[src/rtl/two_input_gate_emulator.sv]
// Emulates four identical two-input gates with a programmable propagation
// delay, selectable logic function and per-gate fault injection.
module two_input_gate_emulator #(
    parameter int unsigned DELAY_CYCLES = 4
) (
    input  logic       clk,
    input  logic       rst,
    input  logic       enable,
    input  logic       A1,
    input  logic       A2,
    input  logic       A3,
    input  logic       A4,
    input  logic       B1,
    input  logic       B2,
    input  logic       B3,
    input  logic       B4,
    input  logic [2:0] gateSelect,
    input  logic [3:0] fault_mask,
    input  logic [1:0] fault_type,
    output logic       op1,
    output logic       op2,
    output logic       op3,
    output logic       op4,
    output logic       settled,
    output logic [7:0] pattern_count
);

    localparam int unsigned CNT_W   = 8;
    localparam int unsigned VEC_W   = 8;
    localparam int unsigned N_GATES = 4;
    localparam logic [CNT_W-1:0] CNT_LAST = CNT_W'(DELAY_CYCLES - 1);
    localparam logic [CNT_W-1:0] PC_MAX   = '1;

    typedef enum logic [1:0] {
        ST_IDLE     = 2'd0,
        ST_SETTLING = 2'd1,
        ST_STABLE   = 2'd2
    } state_e;

    state_e             state_q, state_d;
    logic [CNT_W-1:0]   cnt_q, cnt_d;
    logic [VEC_W-1:0]   in_q, in_d;
    logic [N_GATES-1:0] ops_q, ops_d;
    logic               settled_q, settled_d;
    logic [CNT_W-1:0]   pc_q, pc_d;
    logic [N_GATES-1:0] f_c;
    logic               change_c;

    // Selected two-input logic function; unused encodings give 0.
    function automatic logic gate_fn(input logic [2:0] sel, input logic a, input logic b);
        logic r;
        case (sel)
            3'b000:  r = a & b;
            3'b001:  r = a | b;
            3'b010:  r = ~(a & b);
            3'b011:  r = ~(a | b);
            3'b100:  r = a ^ b;
            3'b101:  r = ~(a ^ b);
            default: r = 1'b0;
        endcase
        return r;
    endfunction

    // Fault overlay applied only to gates flagged as faulty.
    function automatic logic fault_fn(input logic v, input logic faulty, input logic [1:0] ft);
        logic r;
        r = v;
        if (faulty) begin
            case (ft)
                2'b01:   r = 1'b0;
                2'b10:   r = 1'b1;
                2'b11:   r = ~v;
                default: r = v;
            endcase
        end
        return r;
    endfunction

    // Live input vector and change detect against the previous sample.
    always_comb begin
        in_d     = {B4, A4, B3, A3, B2, A2, B1, A1};
        change_c = (in_d != in_q);
    end

    // Gate outputs computed from the registered inputs.
    always_comb begin
        f_c = '0;
        for (int n = 0; n < int'(N_GATES); n++) begin
            f_c[n] = fault_fn(gate_fn(gateSelect, in_q[2*n], in_q[2*n+1]),
                              fault_mask[n], fault_type);
        end
    end

    // Next-state and output logic: enable=0 beats change, change beats count.
    always_comb begin
        state_d   = state_q;
        cnt_d     = cnt_q;
        ops_d     = ops_q;
        settled_d = settled_q;
        pc_d      = pc_q;

        if (!enable) begin
            state_d   = ST_IDLE;
            cnt_d     = '0;
            ops_d     = '0;
            settled_d = 1'b0;
        end else begin
            case (state_q)
                ST_IDLE: begin
                    state_d   = ST_SETTLING;
                    cnt_d     = '0;
                    settled_d = 1'b0;
                end
                ST_SETTLING: begin
                    if (change_c) begin
                        cnt_d = '0;
                    end else if (cnt_q == CNT_LAST) begin
                        state_d   = ST_STABLE;
                        ops_d     = f_c;
                        settled_d = 1'b1;
                        if (pc_q != PC_MAX) begin
                            pc_d = pc_q + CNT_W'(1);
                        end
                    end else begin
                        cnt_d = cnt_q + CNT_W'(1);
                    end
                end
                ST_STABLE: begin
                    if (change_c) begin
                        state_d   = ST_SETTLING;
                        cnt_d     = '0;
                        settled_d = 1'b0;
                    end else begin
                        ops_d = f_c;
                    end
                end
                default: begin
                    state_d   = ST_IDLE;
                    cnt_d     = '0;
                    ops_d     = '0;
                    settled_d = 1'b0;
                end
            endcase
        end
    end

    // State registers with synchronous reset.
    always_ff @(posedge clk) begin
        if (rst) begin
            state_q   <= ST_IDLE;
            cnt_q     <= '0;
            in_q      <= '0;
            ops_q     <= '0;
            settled_q <= 1'b0;
            pc_q      <= '0;
        end else begin
            state_q   <= state_d;
            cnt_q     <= cnt_d;
            in_q      <= in_d;
            ops_q     <= ops_d;
            settled_q <= settled_d;
            pc_q      <= pc_d;
        end
    end

    assign op1           = ops_q[0];
    assign op2           = ops_q[1];
    assign op3           = ops_q[2];
    assign op4           = ops_q[3];
    assign settled       = settled_q;
    assign pattern_count = pc_q;

endmodule

[config.mk]
export PLATFORM = sky130hd
export DESIGN_NAME = two_input_gate_emulator
export DESIGN_NICKNAME = d
export VERILOG_FILES = /design/src/rtl/two_input_gate_emulator.sv
export SDC_FILE = /design/constraint.sdc
export NUM_CORES = 1
export LEC_CHECK = 0
export ABC_AREA = 1
export BUFFER_PORTS_ARGS = -buffer_cell sky130_fd_sc_hd__buf_2
export CELL_PAD_IN_SITES_DETAIL_PLACEMENT = 1
export CELL_PAD_IN_SITES_GLOBAL_PLACEMENT = 2
export CORE_MARGIN = 1
export CORE_UTILIZATION = 33
export CTS_BUF_LIST = sky130_fd_sc_hd__clkbuf_8
export CTS_CLUSTER_DIAMETER = 200
export DETAILED_ROUTE_END_ITERATION = 8
export PLACE_DENSITY_LB_ADDON = 0.2
export SYNTH_ARGS = -nofsm -noshare
export SYNTH_HDL_FRONTEND = slang
export SYNTH_SLANG_ARGS = --single-unit
export TNS_END_PERCENT = 10
[constraint.sdc]
create_clock -name clk -period 2.55 [get_ports clk]
set_input_delay 0.1275 -clock clk [delete_from_list [all_inputs] [get_ports clk]]
set_output_delay 0.1275 -clock clk [all_outputs]
set_load 0.02 [all_outputs]
==> flow_summary.json <==
{
  "gr-usage-met3": 0.0292,
  "num_antenna_cells": 0,
  "relSlewSlack": 0.708,
  "syn_area_per_cell_um2": 6.21,
  "cts_max_path_buffers": 2,
  "final_nets": 402,
  "hold_class": "input port to flop",
  "netlist_area_um2": 2070,
  "dpl_cell_area_um2": 2320,
  "setup_tns_ns": 0,
  "fin_crit_ns": 1.93,
  "drive_above_1_share": 0.151,
  "synth_edf_count": 0,
  "critPathCaptureType": "flop",
  "yosysMostFrequentCell": "nand2_1",
  "clkSinkCount": 30,
  "synth_cells": 334,
  "cts_buffers": 5,
  "async_flop_share": 0,
  "fp.coreArea_um2": 5990,
  "area_growth_pct": 17.0,
  "worstPathArrival_ns": 2.07,
  "finalHoldViolCount": 0,
  "start_util": 0.346,
  "synth-seq-area-share": 0.290,
  "final.setup.worst_slack_ns": 0.624,
  "yosysWarnings": 0,
  "clkTransAtPathRegs_ns": 0.07,
  "setup.worst_path.start": "cnt_q[1]$_SDFFE_PP0P_",
  "start_kind": "flop",
  "tightest_slew_ns": 0.437,
  "synth_common_cells": "106 x nand2_1, 51 x inv_1, 36 x nand3_1",
  "power.density_nw_per_um2": 448,
  "finClkSkew_ns": 0.00473,
  "grt_first_pass_wirelength_mm": 8.82,
  "finalCritPeriodShare": 0.755,
  "grt-busiest-layer": "met2",
  "io_buffers": 32,
  "cts_setup_buffers": 0,
  "crit_type": "flop to flop",
  "critPathMaxFanout": 9,
  "use_met2": 0.308,
  "drv_cap": 0,
  "yosysUniqueCellTypes": 19,
  "power_leakage_nw": 1.22,
  "place.gp.congestion": 0.726,
  "synth_nets": 367,
  "ant_nets": 0,
  "cts-root-buf": "clkbuf_8",
  "grt_usage": 0.172,
  "drtIter0Drc": 26,
  "synth_top_area_cell": "dfxtp_1",
  "ys.flop_type": "dfxtp_1",
  "grt_antenna_before_repair": 0,
  "wirelength_mm": 5.28,
  "r2r_start": "cnt_q[1]$_SDFFE_PP0P_",
  "ctsResizeCount": 0,
  "drc": 0,
  "cp.required_ns": 2.70,
  "io_pins": 33,
  "detail_route.wl_per_cell_um": 11.9,
  "synth.area.top_cells": "dfxtp_1 29%, nand2_1 19%, inv_1 9.2%",
  "fmax_mhz": 519,
  "met1_usage": 0.210,
  "rows": 28,
  "vias": 2084,
  "synth_top_area_frac": 0.290,
  "grt_pass1_vias": 2016,
  "status": "completed",
  "hpwlAfterDp_mm": 4.18,
  "die_area_um2": 6600,
  "first_pass_iters": 4,
  "grt_max_degree": 18,
  "h-tree-depth": 2,
  "finalSetupViolCount": 0,
  "cts_hold_buf": 0,
  "clk_latency_ns": 0.27,
  "place_ws_ns": 0.655,
  "rsz0062_at_grt": "false",
  "min_from": "A1",
  "grt-ovfl-total": 0,
  "die_x_um": 81.3,
  "synth_seq_cells": 30,
  "stdcell_area_um2": 2430,
  "avgViaCountPerCell": 4.68,
  "irDropWorstVdd_mv": 0.241,
  "cts_tree": "yes",
  "die_y_um": 81.3,
  "maxSlewViolCount": 0
}
per-stage QoR:
stage	util	std cells	total power [mW]	hold WS, ns
2_1_floorplan	-	334	0.594	0.234
3_3_place_gp	0.387	437	0.643	0.362
3_5_place_dp	0.387	437	0.646	0.367
4_1_cts	0.405	445	1.11	0.0677
5_1_grt	0.405	445	1.15	0.0839
6_report	0.405	445	1.09	0.0774
where the power goes:
group	internal, mW	switching, mW
Clock	0.273	0.182
Combinational	0.0551	0.0925
Sequential	0.477	0.00718
cell type report:
cell class | count | area, um2
fill | 835 | 3560
multi-input combinational | 241 | 1230
clock buffer | 8 | 110
sequential | 30 | 601
timing repair buffer | 34 | 175
inverter | 57 | 214
tap | 75 | 93.8
state kept, by name, indices dropped and copies added (netlist names):
name and cells:
cnt_q 8, in_q 8, pattern_count 8, ops_q 4, state_q 2
per-layer routing:
metal  wire length, um  vias to the layer above
met4                31                        0
met5                 0                        -
met3               124                        2
met1              2540                      960
li1                  -                     1103
met2              2580                       19
worst paths after layout:
kind | endpoint | slack, ns | depth (start not counted)
worst max-delay path | pattern_count[1]$_SDFFE_PP0P_ | 0.62 | 8
worst min-delay path | in_q[0]$_SDFF_PP0_ | 0.08 | 3
worst max register to register | pattern_count[1]$_SDFFE_PP0P_ | 0.62 | 8
worst min register to register | ops_q[0]$_SDFFE_PP0P_ | 0.47 | 2
worst max-delay path, stage by stage, from the launching register on:
cell,delay [ns]
dfxtp_1,0.36
ha_1,0.20
nand2_1,0.10
nor3_4,0.23
nand2_1,0.14
nor3_4,0.39
nand2_2,0.21
nand2_1,0.11
a21oi_1,0.06
cell families after synthesis:
| family | share of synthesized area |
|---|---|
| and+or+nand+nor | 0.408 |
| buffers and inverters | 0.116 |
| DFF | 0.290 |
| AOI/OAI and AO/OA | 0.0531 |
| xor gates and xnor gates | 0.0549 |
| adders and majority gates | 0.0785 |
cell usage in the layout (no fill, tap or decap):
cell,count
clkbuf_8,8
nand4_1,11
nor2_1,29
nor2_4,1
nand2_1,106
a21oi_1,21
dfxtp_1,30
xor2_1,6
buf_2,32
ha_1,13
nor3_1,3
xnor2_1,7
inv_2,6
inv_1,51
nor3_4,2
buf_4,2
o21ai_0,1
nand3_1,36
nand2_2,5
Power figures use the tool's default switching activity.
